<file path="src/rtl/ppu_pkg.sv">
// ppu_pkg: definitions shared between the PPU register block and the OAM DMA engine.
//   ppu_reg_t       - decode of the PPU register window. Includes DMA at 0xFF46.
//   OAM_BYTES_C     - number of sprite attribute bytes copied per DMA transfer.
//   dma_src_map()   - maps a DMA source page out of echo RAM into work RAM.
package ppu_pkg;

    typedef enum logic [15:0] {
        REG_LCDC = 16'hFF40,
        REG_STAT = 16'hFF41,
        REG_SCY  = 16'hFF42,
        REG_SCX  = 16'hFF43,
        REG_LY   = 16'hFF44,
        REG_LYC  = 16'hFF45,
        REG_DMA  = 16'hFF46,
        REG_BGP  = 16'hFF47,
        REG_OBP0 = 16'hFF48,
        REG_OBP1 = 16'hFF49,
        REG_WY   = 16'hFF4A,
        REG_WX   = 16'hFF4B
    } ppu_reg_t;

    localparam int OAM_BYTES_C       = 160;
    localparam int CYCLES_PER_BYTE_C = 4;
    localparam int START_DELAY_C     = 4;

    // Pages 0xE0..0xFF alias work RAM 0xC0..0xDF (echo RAM), so the read goes to the real copy.
    function automatic logic [7:0] dma_src_map(input logic [7:0] s);
        return (s >= 8'hE0) ? (s - 8'h20) : s;
    endfunction

endpackage

</file>
<file path="src/rtl/oam_dma_m.sv">
// oam_dma_m: OAM DMA engine. A write to the DMA register copies OAM_BYTES bytes
// from page S (after the echo remap) into OAM 0x00... The copy moves one byte
// every CYCLES_PER_BYTE clocks over the shared system bus.
//
// Ports
//   clk           system clock
//   rst_n         asynchronous active-low reset
//   reg_addr_i    register select, shared with the PPU register block
//   reg_write_i   register write strobe; starts a transfer when reg_addr_i == REG_DMA
//   reg_d_wr_i    register write data, the source page S
//   bus_read_o    one-clock read request on the system bus
//   bus_addr_o    read address {S', idx}
//   bus_d_rd_i    read data, valid exactly one clock after bus_read_o
//   oam_write_o   one-clock OAM write strobe
//   oam_addr_o    OAM byte index
//   oam_d_wr_o    OAM write data
//   busy_o        a transfer is pending or active; the CPU stalls non-HRAM accesses
//
// state    | meaning
// ---------+-----------------------------------------------------------
// ST_IDLE  | no transfer; waiting for a DMA register write
// ST_START | start delay; start_cnt_q counts down to zero
// ST_XFER  | byte idx_q in flight; phase 0 read, 1 capture, 2 OAM write
module oam_dma_m
    import ppu_pkg::*;
#(
    parameter int OAM_BYTES       = OAM_BYTES_C,
    parameter int CYCLES_PER_BYTE = CYCLES_PER_BYTE_C,
    parameter int START_DELAY     = START_DELAY_C
) (
    input  logic        clk,
    input  logic        rst_n,
    input  ppu_reg_t    reg_addr_i,
    input  logic        reg_write_i,
    input  logic [7:0]  reg_d_wr_i,
    output logic        bus_read_o,
    output logic [15:0] bus_addr_o,
    input  logic [7:0]  bus_d_rd_i,
    output logic        oam_write_o,
    output logic [7:0]  oam_addr_o,
    output logic [7:0]  oam_d_wr_o,
    output logic        busy_o
);

    localparam int PH_W    = $clog2(CYCLES_PER_BYTE);
    localparam int START_W = $clog2(START_DELAY + 1);

    localparam logic [PH_W-1:0]    PH_CAPTURE = PH_W'(1);
    localparam logic [PH_W-1:0]    PH_LAST    = PH_W'(CYCLES_PER_BYTE - 1);
    localparam logic [7:0]         IDX_LAST   = 8'(OAM_BYTES - 1);
    localparam logic [START_W-1:0] START_LOAD = START_W'(START_DELAY - 1);

    typedef enum logic [1:0] {
        ST_IDLE  = 2'd0,
        ST_START = 2'd1,
        ST_XFER  = 2'd2
    } dma_state_t;

    dma_state_t         state_q;
    logic [START_W-1:0] start_cnt_q;
    logic [PH_W-1:0]    phase_q;
    logic [7:0]         idx_q;
    logic [7:0]         src_q;
    logic               bus_read_q;
    logic [15:0]        bus_addr_q;
    logic               oam_write_q;
    logic [7:0]         oam_addr_q;
    logic [7:0]         oam_d_wr_q;
    logic               busy_q;

    logic dma_trig;
    assign dma_trig = reg_write_i && (reg_addr_i == REG_DMA);

    always_ff @(posedge clk or negedge rst_n) begin
        if (!rst_n) begin
            state_q     <= ST_IDLE;
            start_cnt_q <= '0;
            phase_q     <= '0;
            idx_q       <= '0;
            src_q       <= '0;
            bus_read_q  <= 1'b0;
            bus_addr_q  <= '0;
            oam_write_q <= 1'b0;
            oam_addr_q  <= '0;
            oam_d_wr_q  <= '0;
            busy_q      <= 1'b0;
        end else if (dma_trig) begin
            // A trigger always restarts from the start delay, even in the middle of a transfer.
            // Clearing both strobes drops any byte that has not been issued yet.
            src_q       <= dma_src_map(reg_d_wr_i);
            state_q     <= ST_START;
            start_cnt_q <= START_LOAD;
            phase_q     <= '0;
            idx_q       <= '0;
            bus_read_q  <= 1'b0;
            oam_write_q <= 1'b0;
            busy_q      <= 1'b1;
        end else begin
            case (state_q)
                ST_IDLE: begin
                    bus_read_q  <= 1'b0;
                    oam_write_q <= 1'b0;
                    busy_q      <= 1'b0;
                end
                ST_START: begin
                    if (start_cnt_q == '0) begin
                        state_q    <= ST_XFER;
                        phase_q    <= '0;
                        idx_q      <= '0;
                        bus_read_q <= 1'b1;
                        bus_addr_q <= {src_q, 8'h00};
                    end else begin
                        start_cnt_q <= start_cnt_q - 1'b1;
                    end
                end
                ST_XFER: begin
                    bus_read_q  <= 1'b0;
                    oam_write_q <= 1'b0;
                    if (phase_q == PH_LAST) begin
                        phase_q <= '0;
                        if (idx_q == IDX_LAST) begin
                            state_q <= ST_IDLE;
                            busy_q  <= 1'b0;
                        end else begin
                            idx_q      <= idx_q + 8'd1;
                            bus_read_q <= 1'b1;
                            bus_addr_q <= {src_q, idx_q + 8'd1};
                        end
                    end else begin
                        phase_q <= phase_q + 1'b1;
                        // Read data is on the bus during phase 1. The OAM write is issued in phase 2.
                        if (phase_q == PH_CAPTURE) begin
                            oam_d_wr_q  <= bus_d_rd_i;
                            oam_write_q <= 1'b1;
                            oam_addr_q  <= idx_q;
                        end
                    end
                end
                default: begin
                    state_q     <= ST_IDLE;
                    bus_read_q  <= 1'b0;
                    oam_write_q <= 1'b0;
                    busy_q      <= 1'b0;
                end
            endcase
        end
    end

    assign bus_read_o  = bus_read_q;
    assign bus_addr_o  = bus_addr_q;
    assign oam_write_o = oam_write_q;
    assign oam_addr_o  = oam_addr_q;
    assign oam_d_wr_o  = oam_d_wr_q;
    assign busy_o      = busy_q;

endmodule

</file>
<file path="config.mk">
export PLATFORM = sky130hd
export DESIGN_NAME = oam_dma_m
export DESIGN_NICKNAME = d
export VERILOG_FILES = /design/src/rtl/ppu_pkg.sv /design/src/rtl/oam_dma_m.sv
export SDC_FILE = /design/constraint.sdc
export NUM_CORES = 1
export LEC_CHECK = 0
export CAP_MARGIN = 30
export CORE_UTILIZATION = 30
export DETAILED_ROUTE_END_ITERATION = 10
export HOLD_SLACK_MARGIN = 0.08
export PLACE_DENSITY = 0.52
export RECOVER_POWER = 100
export SLEW_MARGIN = 20
export SYNTH_ARGS = -nofsm -noshare
export SYNTH_HDL_FRONTEND = slang
export SYNTH_SLANG_ARGS = --single-unit
</file>
<file path="constraint.sdc">
create_clock -name clk -period 5.3 [get_ports clk]
set_clock_uncertainty 0.05 [all_clocks]
set_input_delay 1.06 -clock clk [delete_from_list [all_inputs] [get_ports clk]]
set_output_delay 1.06 -clock clk [all_outputs]
set_load 0.02 [all_outputs]
</file>
# Word-level counts from Yosys, hierarchy flattened
# Cells that the tools add are included.
[classes]
n_lt_le_gt_ge = 1
reduce_logical = 13
mux = 35
bitwise = 2
n_addsub = 4
n_eq_ne = 16
[ops]
columns = ["operator", "count"]
rows = [
  ["two-way mux 16 bit", 3],
  ["two-way mux 8 bit", 5],
  ["case mux 16 bit (2 select lines)", 1],
  ["== test 16 bit (second input constant)", 1],
  ["case mux 8 bit (2 select lines)", 1],
  ["two-way mux 2 bit", 7],
  ["inequality test 2 bit (second input constant)", 6],
  ["inequality test 3 bit (second input constant)", 4],
  ["AND reduction 4 bit", 3],
  ["two-way mux 1 bit", 10],
  ["two-way mux 3 bit", 3],
  ["adder 8 x 1 -> 8 bit (second input constant)", 1],
  ["== test 8 bit (second input constant)", 1],
  ["greater-or-equal comparator 8 bit (second input constant)", 1],
  ["subtractor 8 x 6 -> 8 bit (second input constant)", 1],
  ["case mux 1 bit (2 select lines)", 3],
  ["case mux 2 bit (3 select lines)", 1],
  ["AND reduction 5 bit", 1],
  ["== test 2 x 1 -> 1 bit (second input constant)", 2],
  ["== test 2 bit (second input constant)", 2],
  ["case mux 2 bit (2 select lines)", 1],
  ["AND reduction 2 bit", 2],
  ["nonzero test 2 bit", 2],
  ["zero test 3 bit", 1],
  ["other kinds (7)", 8],
]
[totals]
output_inout_bits = 35
inputBits = 35
register_bits = 58
word_cells = 82

# Longest topological paths before layout
[logic_depth]
ltp_word = 5
depth_mapped = 9

# Worst setup path after synthesis
# OpenSTA, ideal clock, no wires.
[synth_timing]
path_type = "input to register"
start = "input port reg_addr_i[5]"
end = "register oam_addr_q[4], in the netlist oam_addr_o[4]"
arrival_ns = 2.287
t_required_ns = 5.125
n_path_buf = 1
path_stages = 6
setup_ns = 0.125
path_slack_ns = 2.838
path_cell_list = "nand4bb_1 -> nor3b_2 -> nand3_4 -> nand4b_4 -> buf_12 -> mux2_4"
[synth_via]
elab_chain_len = 4
[synth_rtl]
columns = ["item", "line_no", "rtl"]
rows = [
  ["start, declared", "oam_dma_m.sv:33", "input ppu_reg_t reg_addr_i,"],
  ["== test 16 bit", "oam_dma_m.sv:72", "assign dma_trig = reg_write_i && (reg_addr_i == REG_DMA);"],
  ["logical AND 1 bit", "oam_dma_m.sv:72", ""],
  ["inverter 1 bit (no line)", "n/a", ""],
  ["AND reduction 4 bit (no line)", "n/a", ""],
  ["end signal, assigned", "oam_dma_m.sv:135", "oam_addr_q <= idx_q;"],
  ["end, declared", "oam_dma_m.sv:67", "logic [7:0] oam_addr_q;"],
]
# Every way passes these cells.
# A chain may end at the register's enable or synchronous reset.

# Worst setup path after layout
[layout_timing]
start = "input port reg_addr_i[5]"
end = "register bus_addr_q[4], in the netlist bus_addr_o[4]"
[layout_via]
elab_chain_len = 4
[layout_rtl]
columns = ["item", "line_no", "rtl"]
rows = [
  ["== test 16 bit", "oam_dma_m.sv:72", ""],
  ["logical AND 1 bit", "oam_dma_m.sv:72", ""],
  ["inverter 1 bit (no line)", "n/a", ""],
  ["AND reduction 5 bit (no line)", "n/a", ""],
  ["end signal, assigned", "oam_dma_m.sv:111", "bus_addr_q <= {src_q, 8'h00};"],
  ["end signal, assigned", "oam_dma_m.sv:127", "bus_addr_q <= {src_q, idx_q + 8'd1};"],
  ["end, declared", "oam_dma_m.sv:65", "logic [15:0] bus_addr_q;"],
]
# Every way passes these cells.

==> out/metrics.json <==
{
  "synthesis.nets": 306,
  "final_max_slew_viol_count": 0,
  "clock.fmax_ghz": 0.281,
  "syn_area_per_cell_um2": 11.3,
  "setup-tns-final_ps": 0,
  "synth-seq-area-share": 0.489,
  "p_leak_uw": 0.00188,
  "critPathRequiredTime_ps": 5470,
  "cts.htree.levels": 3,
  "place_congestion": 0.756,
  "tritoncts_clock_tree": "built",
  "yosys-top-cells-area": "sky130_fd_sc_hd__dfrtp_1 49%, sky130_fd_sc_hd__mux2_4 10%, sky130_fd_sc_hd__nand2_1 4.8%",
  "drt_first_iter_violations": 77,
  "ys_dominant_reg_cell": "sky130_fd_sc_hd__dfrtp_1",
  "synth.cell_area_um2": 2970,
  "clock_insertion_delay_at_the_later_pin_of_the_skew_report_ps": 340,
  "clkTransAtPathRegs_ps": 80,
  "met2_usage": 0.222,
  "synth.most_common_cell": "sky130_fd_sc_hd__dfrtp_1",
  "hold_violations": 0,
  "finalCriticalPeriod_ps": 3560,
  "gr-max-usage-layer": "met2",
  "run_status": "complete, no violations",
  "dp.final_hpwl_mm": 4.26,
  "drive_above_1_share": 0.107,
  "synth_warnings": 0,
  "vdd_ir_max_mv": 0.110,
  "wl_mm": 6.32,
  "period_share": 0.672,
  "synth.ff_latch_count": 58,
  "tritoncts_num_sinks": 58,
  "final_net_count": 374,
  "unrepaired_setup_endpoints_after_global_routing": "false",
  "critical_path.startpoint_type": "input port",
  "grt_first_pass_wirelength_mm": 11.1,
  "first_global_vias": 2337,
  "critical_path.max_stage_delay_ps": 690,
  "whs_ps": 414,
  "clk_root_buffer_cell": "sky130_fd_sc_hd__clkbuf_8",
  "insertedDiodeCount": 0,
  "synth_top_cell_area_share": 0.489,
  "placement_row_count": 35,
  "floorplan.die_area_um2": 10300,
  "cts_hold_repair.buffers": 0,
  "routed_wire_length_per_instance_um": 13.6,
  "post-cts-setup-buffers": 0,
  "routed-via-count": 2184,
  "start_util": 0.315,
  "die_width_um": 102,
  "data_arrival_critical_path_ps": 3730,
  "io_buffers": 69,
  "area_growth_syn_to_layout_pct": 30.3,
  "timing.max_slew.rel_slack": 0.464,
  "synth.distinct_cells": 52,
  "synth_top_area_cell": "sky130_fd_sc_hd__dfrtp_1",
  "io-pin-count": 70,
  "worst_hold_path_type": "reg2reg",
  "synth-edff-count": 0,
  "groute.layer.met1.usage": 0.183,
  "core_area_um2": 9420,
  "clk_path_buf_depth": 2,
  "vias_per_cell": 4.71,
  "ys_top_cells_by_count": "58 x sky130_fd_sc_hd__dfrtp_1, 38 x sky130_fd_sc_hd__nand2_1, 20 x sky130_fd_sc_hd__mux2_4",
  "cp_slowest_cell": "sky130_fd_sc_hd__nand2_1",
  "timing_worst_slew_pin_value_ps": 802,
  "criticalPathCategory": "in2reg",
  "power.density_cell_area_nw_per_um2": 255,
  "globalRoute.totalOverflow": 0,
  "async_flop_share": 1.00,
  "groute.layer.met3.usage": 0.0290,
  "drt_drc_violations_left": 0,
  "crit_chain": "dlygate4sd3_1 -> nand4bb_1 -> nor3b_1 -> nand3_1 -> nand2_1 -> mux2_1",
  "detail_route.first_pass.iterations": 4,
  "cts.repair.resized": 0,
  "number_of_antenna_violations_at_the_first_check_in_global_routing": 0,
  "drv_cap": 0,
  "critical_path_fanouts_max": 17,
  "endpoint_type_of_the_worst_setup_path": "register",
  "post_synth_inst_count": 262,
  "timing.final.setup_violations": 0,
  "cts_inserted_buffers": 9,
  "track_usage": 0.138,
  "largest_net_degree_at_the_start_of_global_routing": 59,
  "die_height_um": 102,
  "detail-route-antenna-nets": 0
}
## power breakdown
part / switching, uW / internal [uW]
logic: 15.6 / 24.6
registers: 0.563 / 443
clock network: 191 / 311
## final timing paths
kind                       depth (start not counted)                         to            startpoint  slack, ps
max                                                6  bus_addr_o[4]$_DFFE_PN0P_         reg_addr_i[5]       1740
min                                                2       src_q[3]$_DFFE_PN0N_  src_q[3]$_DFFE_PN0N_        410
max reg2reg                                        6  bus_addr_o[4]$_DFFE_PN0P_  idx_q[0]$_DFFE_PN0P_       2710
min reg2reg                                        2       src_q[3]$_DFFE_PN0N_  src_q[3]$_DFFE_PN0N_        410
max in group asynchronous                          2  bus_addr_o[1]$_DFFE_PN0P_                 rst_n       3880
min in group asynchronous                          2  oam_d_wr_o[4]$_DFFE_PN0P_                 rst_n        820
## layer usage
metal | part of all wire | up-vias
met5 | 0 | -
met4 | 0.013 | 0
li1 | - | 1063
met1 | 0.50 | 1045
met3 | 0.048 | 10
met2 | 0.44 | 66
## final cells by class
| cell class | instances | area (um2) |
|---|---|---|
| clock inverters | 7 | 118 |
| well taps | 129 | 161 |
| multi-input cells | 178 | 1260 |
| inverters | 11 | 41.3 |
| fillers | 944 | 5540 |
| clock buffers | 9 | 124 |
| repair buffers | 72 | 712 |
| flip-flops and latches | 58 | 1450 |
## through the flow
step                      worst slack, ps   util  instance area (um2)  power (uW)  instances
after floorplan                      2840      -                 2970         458        262
after CTS                            2420  0.423                 3980        1000        463
after global placement               1830  0.395                 3720         494        446
final                                1740  0.411                 3870         986        464
after detailed placement             2040  0.397                 3740         495        447
after global routing                 1440  0.411                 3870        1020        464
## sequential cells by signal, indices dropped and copies added (netlist names)
register	count
bus_addr_o	16
bus_read_o	1
busy_o	1
idx_q	8
oam_addr_o	8
oam_d_wr_o	8
oam_write_o	1
phase_q	2
src_q	8
start_cnt_q	3
state_q	2
## cell families (layout without fill, tap and decap cells)
logic type / after synthesis / in the layout / synth area share
AOI/OAI and AO/OA: 38 / 38 / 0.0977
xor gates and xnor gates: 7 / 7 / 0.0206
adders and majority gates: 9 / 9 / 0.0379
buffers and inverters: 26 / 99 / 0.0484
DFF: 58 / 58 / 0.489
muxes: 30 / 30 / 0.138
and+or+nand+nor: 94 / 94 / 0.169
## placed cells by master, fill, tap and decap left out, drive strengths merged, types with 4 or more instances in the layout
cell type | netlist | routed
dfrtp | 58 | 58
nand2 | 40 | 40
dlygate4sd3 | 0 | 36
clkdlybuf4s50 | 0 | 32
mux2 | 27 | 27
nand3 | 18 | 18
nor2 | 13 | 13
a21oi | 12 | 12
inv | 10 | 10
clkbuf | 5 | 10
ha | 9 | 9
xor2 | 5 | 5
nor3 | 5 | 5
a31oi | 4 | 4
o41ai | 4 | 4
## worst max-delay path, delay by kind of cell
family	cells	cell delay, ps
mux	1	380
simple gates	4	1770
buf+inv	1	520
No activity file was read; power rests on OpenSTA's default activity.
